### src/rtl/mips_pkg.sv
// Shared definitions for the instruction-memory loader: stream header width
// and the loader FSM state encoding.
package mips_pkg;

  localparam int HDR_W = 16;

  typedef enum logic [2:0] {
    IDLE,
    LEN_HI,
    LEN_LO,
    DATA,
    WRITE,
    DONE
  } load_state_t;

endpackage

### src/rtl/loader_word_asm.sv
// Assembles big-endian stream bytes into a 32-bit word; the first byte
// shifted in ends up in the most significant position after four shifts.
module loader_word_asm (
  input  logic        clk,
  input  logic        clear,
  input  logic        shift_en,
  input  logic [7:0]  byte_in,
  output logic [31:0] word
);

  always_ff @(posedge clk) begin
    if (clear) begin
      word <= '0;
    end else if (shift_en) begin
      word <= {word[23:0], byte_in};
    end
  end

endmodule

### src/rtl/imem_loader.sv
// Streams a length-prefixed program into instruction memory and holds the CPU
// in reset until a complete, in-range program is resident.
module imem_loader
  import mips_pkg::*;
#(
  parameter logic [31:0] BASE_ADDR = 32'h0000_0000,
  parameter int          MAX_WORDS = 256
) (
  input  logic        clk,
  input  logic        rst,
  input  logic        start,
  input  logic        byte_valid,
  input  logic [7:0]  byte_data,
  output logic        byte_ready,
  output logic        imem_we,
  output logic [31:0] imem_waddr,
  output logic [31:0] imem_wdata,
  output logic        cpu_rst,
  output logic        done,
  output logic        error
);

  load_state_t      state, state_nx;
  logic [HDR_W-1:0] count;
  logic [HDR_W-1:0] word_idx;
  logic [1:0]       byte_idx;
  logic             err;
  logic             accept;
  logic [HDR_W-1:0] len_full;
  logic [31:0]      word;

  assign accept   = byte_valid && byte_ready;
  assign len_full = {count[HDR_W-1:8], byte_data};

  always_ff @(posedge clk) begin
    if (rst) begin
      state <= IDLE;
    end else begin
      state <= state_nx;
    end
  end

  always_comb begin
    state_nx   = state;
    byte_ready = 1'b0;
    imem_we    = 1'b0;
    case (state)
      IDLE: begin
        if (start) state_nx = LEN_HI;
      end
      LEN_HI: begin
        byte_ready = 1'b1;
        if (byte_valid) state_nx = LEN_LO;
      end
      LEN_LO: begin
        byte_ready = 1'b1;
        if (byte_valid) state_nx = (len_full == '0) ? DONE : DATA;
      end
      DATA: begin
        byte_ready = 1'b1;
        if (byte_valid && byte_idx == 2'd3) state_nx = WRITE;
      end
      WRITE: begin
        // Oversized programs are still drained, but words past capacity are dropped.
        imem_we  = int'(word_idx) < MAX_WORDS;
        state_nx = (word_idx + 16'd1 == count) ? DONE : DATA;
      end
      DONE: begin
        if (start) state_nx = LEN_HI;
      end
      default: state_nx = IDLE;
    endcase
  end

  always_ff @(posedge clk) begin
    if (rst) begin
      count    <= '0;
      word_idx <= '0;
      byte_idx <= '0;
      err      <= 1'b0;
    end else begin
      case (state)
        LEN_HI: if (accept) count[HDR_W-1:8] <= byte_data;
        LEN_LO: begin
          if (accept) begin
            count[7:0] <= byte_data;
            word_idx   <= '0;
            byte_idx   <= '0;
            err        <= int'(len_full) > MAX_WORDS;
          end
        end
        DATA:  if (accept) byte_idx <= byte_idx + 2'd1;
        WRITE: word_idx <= word_idx + 16'd1;
        DONE:  if (start) err <= 1'b0;
        default: ;
      endcase
    end
  end

  loader_word_asm u_word_asm (
    .clk      (clk),
    .clear    (rst || (state == LEN_LO && accept)),
    .shift_en (state == DATA && accept),
    .byte_in  (byte_data),
    .word     (word)
  );

  assign imem_waddr = BASE_ADDR + {14'b0, word_idx, 2'b00};
  assign imem_wdata = word;
  assign done       = (state == DONE);
  assign cpu_rst    = (state != DONE) || err;
  assign error      = err;

endmodule

### config.mk
export PLATFORM = sky130hd
export DESIGN_NAME = imem_loader
export DESIGN_NICKNAME = d
export VERILOG_FILES = /design/src/rtl/mips_pkg.sv /design/src/rtl/loader_word_asm.sv /design/src/rtl/imem_loader.sv
export SDC_FILE = /design/constraint.sdc
export NUM_CORES = 1
export LEC_CHECK = 0
export CORE_ASPECT_RATIO = 1.25
export CORE_MARGIN = 2
export CORE_UTILIZATION = 25
export DETAILED_ROUTE_END_ITERATION = 8
export DONT_BUFFER_PORTS = 1
export PLACE_DENSITY = 0.4
export SYNTH_ARGS = -nofsm -noshare
export SYNTH_HDL_FRONTEND = slang
export SYNTH_SLANG_ARGS = --single-unit
### constraint.sdc
create_clock -name clk -period 3.45 [get_ports clk]
set_input_delay 0 -clock clk [delete_from_list [all_inputs] [get_ports clk]]
set_output_delay 0 -clock clk [all_outputs]
set_load 0.02 [all_outputs]
# Yosys cells after proc, flatten, opt, wreduce, memory -nomap -nowiden
# Cells that the tools add are included.
# W data, S select, Z words.
[word_totals] regBits=70 latchBits=0 mem_bits_rw=0 romBits=0 mem_count=0
[classes] add_sub_neg=2 mul=0 div=0 order_cmp=2 n_eq_ne=15 n_shift=0 mux=17 n_bitwise=0 n_reduce_logical=19
[ops] op="$pmux W16 S2" n=1
[ops] op="$mux W3" n=6
[ops] op="$add A16 B1 Y16 const B" n=1
[ops] op="$eq A16 B16 Y1" n=1
[ops] op="$gt A16 B9 Y1 const B" n=1
[ops] op="$logic_not A16 Y1" n=1
[ops] op="$lt A16 B9 Y1 const B" n=1
[ops] op="$mux W16" n=1
[ops] op="$pmux W3 S5" n=1
[ops] op="$ne A2 B2 Y1 const B" n=6
[ops] op="$eq A3 B2 Y1 const B" n=2
[ops] op="$eq A3 B3 Y1 const B" n=2
[ops] op="$reduce_and A2 Y1" n=3
[ops] op="$reduce_and A3 Y1" n=2
[ops] op="$reduce_bool A2 Y1" n=3
[ops] op="$logic_and A1 B1 Y1" n=4
[ops] op="$mux W1" n=4
[ops] op="$mux W2" n=2
[ops] op="$pmux W2 S2" n=1
[ops] op="$reduce_and A4 Y1" n=1
[ops] op="$eq A3 B1 Y1 const B" n=1
[ops] op="$logic_not A3 Y1" n=1
[ops] op="$ne A3 B3 Y1 const B" n=1
[ops] op="$reduce_or A3 Y1" n=1
[ops] op="6 further kinds" n=7

# Longest topological paths before layout
# Gate-level depths: netlist of run 1.
[logic_depth] ltp_word=6 depth_mapped=8

# Cells and area by module
# A second synthesis of run 1 with hierarchy kept.
[unflattened] cells_unflattened=414 hier_area_um2=3612.2
[by_module_without_submodules] mod="imem_loader" instances=1 cells_per_inst=311 area_per_inst_um2=2448.6
[by_module_without_submodules] mod="loader_word_asm" instances=1 cells_per_inst=103 area_per_inst_um2=1163.6

# Least setup slack after synthesis of run 1
# OpenSTA, ideal clock, no wires.
[synth_timing] path_type="register -> register" start="register word_idx[0]" end="register state[1]" arrival_time_ns=2.416 required_ns=3.324 slack_ns=0.908 path_stages_with_launch=9 n_path_buf=1 synth_period_minus_slack_ns=2.542 cell_sequence="dfxtp_1 ha_1 buf_2 nand3_4 nor4_4 nand3_1 or3_1 a2111o_1 o2bb2ai_1"
[synth_via] elab_chain_len=4
[synth_rtl] element="start, declared" line_no="imem_loader.sv:25" text="logic [HDR_W-1:0] word_idx;"
[synth_rtl] element="start signal, assigned" line_no="imem_loader.sv:93" text="WRITE: word_idx <= word_idx + 16'd1;"
[synth_rtl] element="$add A16 B1 Y16" line_no="imem_loader.sv:66" text="state_nx = (word_idx + 16'd1 == count) ? DONE : DATA;"
[synth_rtl] element="$eq A16 B16 Y1" line_no="imem_loader.sv:66"
[synth_rtl] element="$mux W3" line_no="imem_loader.sv:66"
[synth_rtl] element="$pmux W3 S5" line_no="imem_loader.sv:47" text="case (state)"
[synth_rtl] element="end signal, assigned" line_no="imem_loader.sv:39" text="state <= state_nx;"
[synth_rtl] element="end, declared" line_no="imem_loader.sv:23" text="load_state_t state, state_nx;"
# No other way between the ends.
# A chain may end at the register's enable or synchronous reset.

# Worst setup path in the final report of run 1
[layout_timing] start="register word_idx[4]" end="register state[1]"
# Same word-level chain as after synthesis.

==> flow_summary.ini, run 1 <==
[routing]
first_pass_iters = 4
viasPerCell = 4.88
drcViolationCount = 0
wire_per_inst_um = 16.2
drt_iter0_markers = 136
vias = 3120
ant_nets = 0
routed_wl_um = 10400

[pwr]
ir_worst_vdd_uv = 234
p_int_w = 0.00137
switching_power_w = 0.000459
clkPwrFrac = 0.467
pwr_density_cell_mw_per_mm2 = 452
pwr-share-seq = 0.459
p_leak_nw = 1.44
power_frac_comb = 0.074
switching_share = 0.251

[floorplanning]
fp-row-count = 48
ios = 81
die_y_um = 138
die_w_um = 111
initial_utilization = 0.257
die-area_mm2 = 0.0153
core_mm2 = 0.0139

[timing]
fin_skew_ns = 0.00639
post-route-min-period_ns = 2.70
period_share = 0.784
rsz0062_at_grt = no
slew_headroom = 0.510
hold_violations = 0
slew_violations = 0
setup_violations = 0
tightest_slew_ns = 0.732
max_freq_mhz = 370
final.setup.tns_ns = 0

[synthesis]
synthCells = 460
netlist_area_mm2 = 0.00357
ys_types = 61
yosys_warnings = 0
synth-main-ff-cell = dfxtp_1
synth_enable_flop_cells = 0
ys_seq_elements = 70
seq_area_frac_synth = 0.392
async_reset_ff_frac = 0
synth_area_per_cell_um2 = 7.76

[finish]
antenna_cells = 0
syn2layout_area_growth_pct = 13.3
drive_above_1_share = 0.0841
mostFrequentLayoutCells = nand2_1 (113), dfxtp_1 (70), a21oi_1 (68)
layout.cells.non_filler = 639
post-route-cell-area_mm2 = 0.00405
final_common_cell = nand2_1
final_net_count = 473

[cts]
cts_buffers = 9
cts_tree = built
h-tree-depth = 3
clockBufferDepth = 2
clkTransAtPathRegs_ns = 0.06
clock_latency_ns = 0.34
cts_sinks = 70
cts_root_buffer = clkbuf_16

[place]
place_area_mm2 = 0.00364
place_inst = 610
io_buffers = 0
routabilityCongestion = 0.857
dp_hpwl_um = 6920

[setup_path]
cpPeakStageDelay_ns = 0.70
path_delay_family = simple AND/OR/NAND/NOR gates
cp.arrival_ns = 2.92
crit_chain = nand2_1 -> nor4_4 -> nand3_1 -> or3_1 -> a2111o_1 -> o2bb2ai_1
start_kind = flip-flop
worst_ep_required_time_ns = 3.67
path_buf_inv = 0
critPathSlowestCell = dfxtp_1
worstSetupEndpointType = flip-flop
r2r_slack_ns = 0.75
cp_max_fo = 11
path_class = flip-flop to flip-flop

[global_route]
antenna_found_initial = 0
track_usage = 0.141
grt_pass1_vias = 3057
grt.overflow.total = 0
grt_max_degree = 41
grt_pass1_wl_um = 16800

[hold_path]
hold_path.class = input pin to flip-flop

[job]
maxCapViolCount = 0

[status]
status = completed
## Yosys cell counts (3+ instances only)
master | count | area (um2)
buf_4 | 19 | 143
a21oi_1 | 68 | 340
buf_1 | 3 | 11.3
nand4_1 | 4 | 25.0
buf_2 | 4 | 20.0
xor2_1 | 8 | 70.1
a22oi_1 | 5 | 37.5
nand3_1 | 6 | 30.0
clkbuf_1 | 20 | 75.1
nor3_1 | 6 | 30.0
xnor2_1 | 10 | 87.6
o21ai_0 | 6 | 30.0
or3_1 | 3 | 18.8
nor4_1 | 7 | 43.8
o21ai_1 | 9 | 45.0
inv_1 | 4 | 15.0
a31oi_1 | 4 | 25.0
dfxtp_1 | 70 | 1400
nand2_1 | 113 | 424
nand2b_1 | 4 | 25.0
or4_1 | 4 | 30.0
nor2_1 | 33 | 124
## power by group through the flow
stage	combinational (W)	clock [W]	sequential, W
after floorplan	0.000116	0	0.000846
after global placement	0.000110	0	0.000856
after detailed placement	0.000109	0	0.000856
after CTS	0.000137	0.000880	0.000838
after global routing	0.000151	0.000914	0.000840
final	0.000136	0.000854	0.000838
## cells by family (layout without fill, tap and decap cells)
logic type               after synthesis  in the layout  share of synthesized area
buffers and inverters                 54             43                     0.0823
multiplexers                           1              1                    0.00280
AO/OA/AOI/OAI                        112            112                      0.191
AND/OR/NAND/NOR                      201            201                      0.275
other                                  1             16                    0.00105
XOR/XNOR                              19             19                     0.0487
flip-flops                            70             70                      0.392
adder cells (fa/ha/maj)                2              2                    0.00701
## flip-flops by register name, summed over array words and instances (netlist names)
name and flops:
error 1, word_idx 16, byte_idx 2, count 16, state 3, u_word_asm.word 32
## per-layer routing
layer | track usage | vias up | part of all wire
li1 | - | 1546 | -
met3 | 0.0431 | 14 | 0.066
met5 | 0 | - | 0
met4 | 0.0674 | 0 | 0.024
met2 | 0.235 | 81 | 0.48
met1 | 0.167 | 1479 | 0.43
## stage by stage
step                utilization  hold slack [ns]  total power [W]  setup WS [ns]
CTS                       0.292          0.00146          0.00186          0.741
floorplan                     -           0.0953         0.000962          0.908
finish                    0.292           0.0162          0.00183          0.746
detailed placement        0.262           0.0795         0.000965          0.762
global route              0.292           0.0486          0.00191          0.549
global placement          0.262           0.0761         0.000966          0.835
## final timing paths
check / to / startpoint / cells after the start
hold reg to reg: byte_idx[1] / byte_idx[1] / 2
hold / removal: state[0] / start / 3
setup reg to reg: state[1] / word_idx[4] / 6
setup / recovery: state[1] / word_idx[4] / 6
## worst min-delay path: cells and delay by family
| family | cells | cell delay [ns] |
|---|---|---|
| compound gates | 2 | 0.24 |
| simple gates | 1 | 0.07 |
## final cells by class
class / count / area (um2)
tap: 175 / 219
inverter: 6 / 22.5
sequential: 70 / 1400
multi-input combinational: 351 / 1930
clock inverter: 4 / 22.5
clock buffer: 12 / 246
fill: 1492 / 9830
timing repair buffer: 21 / 200
## timing repair
| item | in CTS | in global routing |
|---|---|---|
| buffers inserted | 0 | 0 |
| hold endpoints to repair | 46 | 0 |
| endpoints found under the setup margin | 0 | 0 |
| resized for setup | 0 | 0 |
| hold buffers | 13 | 0 |
(Power assumes the default switching activity.)
==> run 2: changes to the inputs <==
clock period = 2.77 ns   (was 3.45 ns; I/O delays follow)
==> run 2 against run 1 <==
Combinational power increased by 28%. Wire length is 1.1% lower. Highest routed layer unchanged. Worst setup slack got worse by 0.34 ns. Hold slack improved by 0.043 ns. Register-to-register slack worse by 0.34 ns. Clock power grew 49%. Largest power group unchanged. Sequential power grew 24%. Power increased by 36%.
==> flow_summary.ini, run 2 (same netlist as run 1, synthesis figures left out) <==
[global_route]
grt.overflow.total = 0
antenna_found_initial = 0
gr-max-usage-layer = met2
track_usage = 0.138
use_met3 = 0.0422
grt_pass1_vias = 3032
grt_pass1_wl_um = 16400
grt_max_degree = 41
use_met1 = 0.164
use_met2 = 0.229

[finish]
mostFrequentLayoutCells = nand2_1 (113), dfxtp_1 (70), a21oi_1 (68)
largest_reg_flops = 32
antenna_cells = 0
final_common_cell = nand2_1
final_net_count = 487
post-route-cell-area_mm2 = 0.00421
regMostFlops = u_word_asm.word
syn2layout_area_growth_pct = 17.8
layout.cells.non_filler = 652
drive_above_1_share = 0.111
n_fill_cell = 1475
largest_registers = u_word_asm.word (32), count (16), word_idx (16)

[setup_path]
cp_max_fo = 9
worst_ep_required_time_ns = 2.99
start_kind = flip-flop
path_class = flip-flop to flip-flop
cp.arrival_ns = 2.59
worstSetupEndpointType = flip-flop

[pwr]
finalPower_w = 0.00249
p_leak_nw = 1.54
ir_worst_vdd_uv = 275
pwr_density_cell_mw_per_mm2 = 592

[floorplanning]
initial_utilization = 0.257
ios = 81
die-area_mm2 = 0.0153
die_y_um = 138
die_w_um = 111
fp-row-count = 48
core_mm2 = 0.0139

[cts]
clock_latency_ns = 0.34
cts_setup_buffers = 0
cts_root_buffer = clkbuf_16
h-tree-depth = 3
cts_tree = built
cts_buffers = 9
clockBufferDepth = 2
clkTransAtPathRegs_ns = 0.06
cts_sinks = 70

[job]
maxCapViolCount = 0

[place]
dp_hpwl_um = 7000
dp_slack_ns = 0.385
routabilityCongestion = 0.805
io_buffers = 0
place_area_mm2 = 0.00373
place_inst = 623

[timing]
tightest_slew_ns = 0.673
rsz0062_at_grt = no
slew_violations = 0
final.setup.tns_ns = 0
fin_ws_ns = 0.402
post-route-min-period_ns = 2.37
max_freq_mhz = 422
slew_headroom = 0.550
fin_skew_ns = 0.00550
period_share = 0.855
setup_violations = 0
hold_violations = 0

[routing]
drcViolationCount = 0
wire_per_inst_um = 15.7
first_pass_iters = 4
routed_wl_um = 10200
viasPerCell = 4.82
drt_iter0_markers = 185
ant_nets = 0
vias = 3143

[hold_path]
hold_path.class = input pin to flip-flop

[status]
status = completed
-- run 2: report_power, final --
part,switching [W],total (W),leakage (nW),internal (W)
clock,0.000444,0.00127,0.161,0.000829
sequential,0.0000226,0.00104,0.565,0.00102
combinational,0.000112,0.000174,0.814,0.0000617
total,0.000579,0.00249,1.54,0.00191
-- run 2: critical path, cell delays in order (launching register included) --
cell and delay [ns]:
dfxtp_1 0.33, ha_1 0.34, nand3_4 0.17, nor4_4 0.31, nand3_1 0.16, or3_1 0.33, a2111o_1 0.46, o2bb2ai_1 0.15
-- run 2: path summary, 6_finish.rpt --
path	start	endpoint	slack, ns	depth (start not counted)
min	byte_valid	byte_idx[1]	0.06	3
max reg2reg	word_idx[1]	state[1]	0.40	7
max	word_idx[1]	state[1]	0.40	7
min reg2reg	byte_idx[1]	byte_idx[1]	0.45	2
-- run 2: per-stage QoR --
stage | hold WS [ns] | util
final | 0.0588 | 0.303
after global routing | 0.0987 | 0.303
after global placement | 0.0777 | 0.269
after CTS | 0.0505 | 0.303
after detailed placement | 0.0793 | 0.269
after floorplan | 0.0953 | -
-- run 2: cell type report --
cell class / instances / area (um2) / area share
timing repair buffer: 35 / 308 / 0.0731
clock buffer: 11 / 253 / 0.0601
sequential: 70 / 1400 / 0.333
clock inverter: 4 / 70.1 / 0.0167
inverter: 6 / 22.5 / 0.00535
tap: 175 / 219 / 0.0520
multi-input combinational: 351 / 1930 / 0.460
-- run 2: repair_timing --
item / CTS / global route
hold buffers: 14 / 0
endpoints found under the hold margin: 46 / 0
gates resized for setup: 0 / 0
-- run 2: layer usage --
| layer | vias to the layer above | share of wire | wire length [um] |
|---|---|---|---|
| met5 | - | 0 | 0 |
| met3 | 15 | 0.064 | 661 |
| li1 | 1578 | - | - |
| met4 | 0 | 0.021 | 215 |
| met2 | 75 | 0.48 | 4900 |
| met1 | 1475 | 0.44 | 4470 |
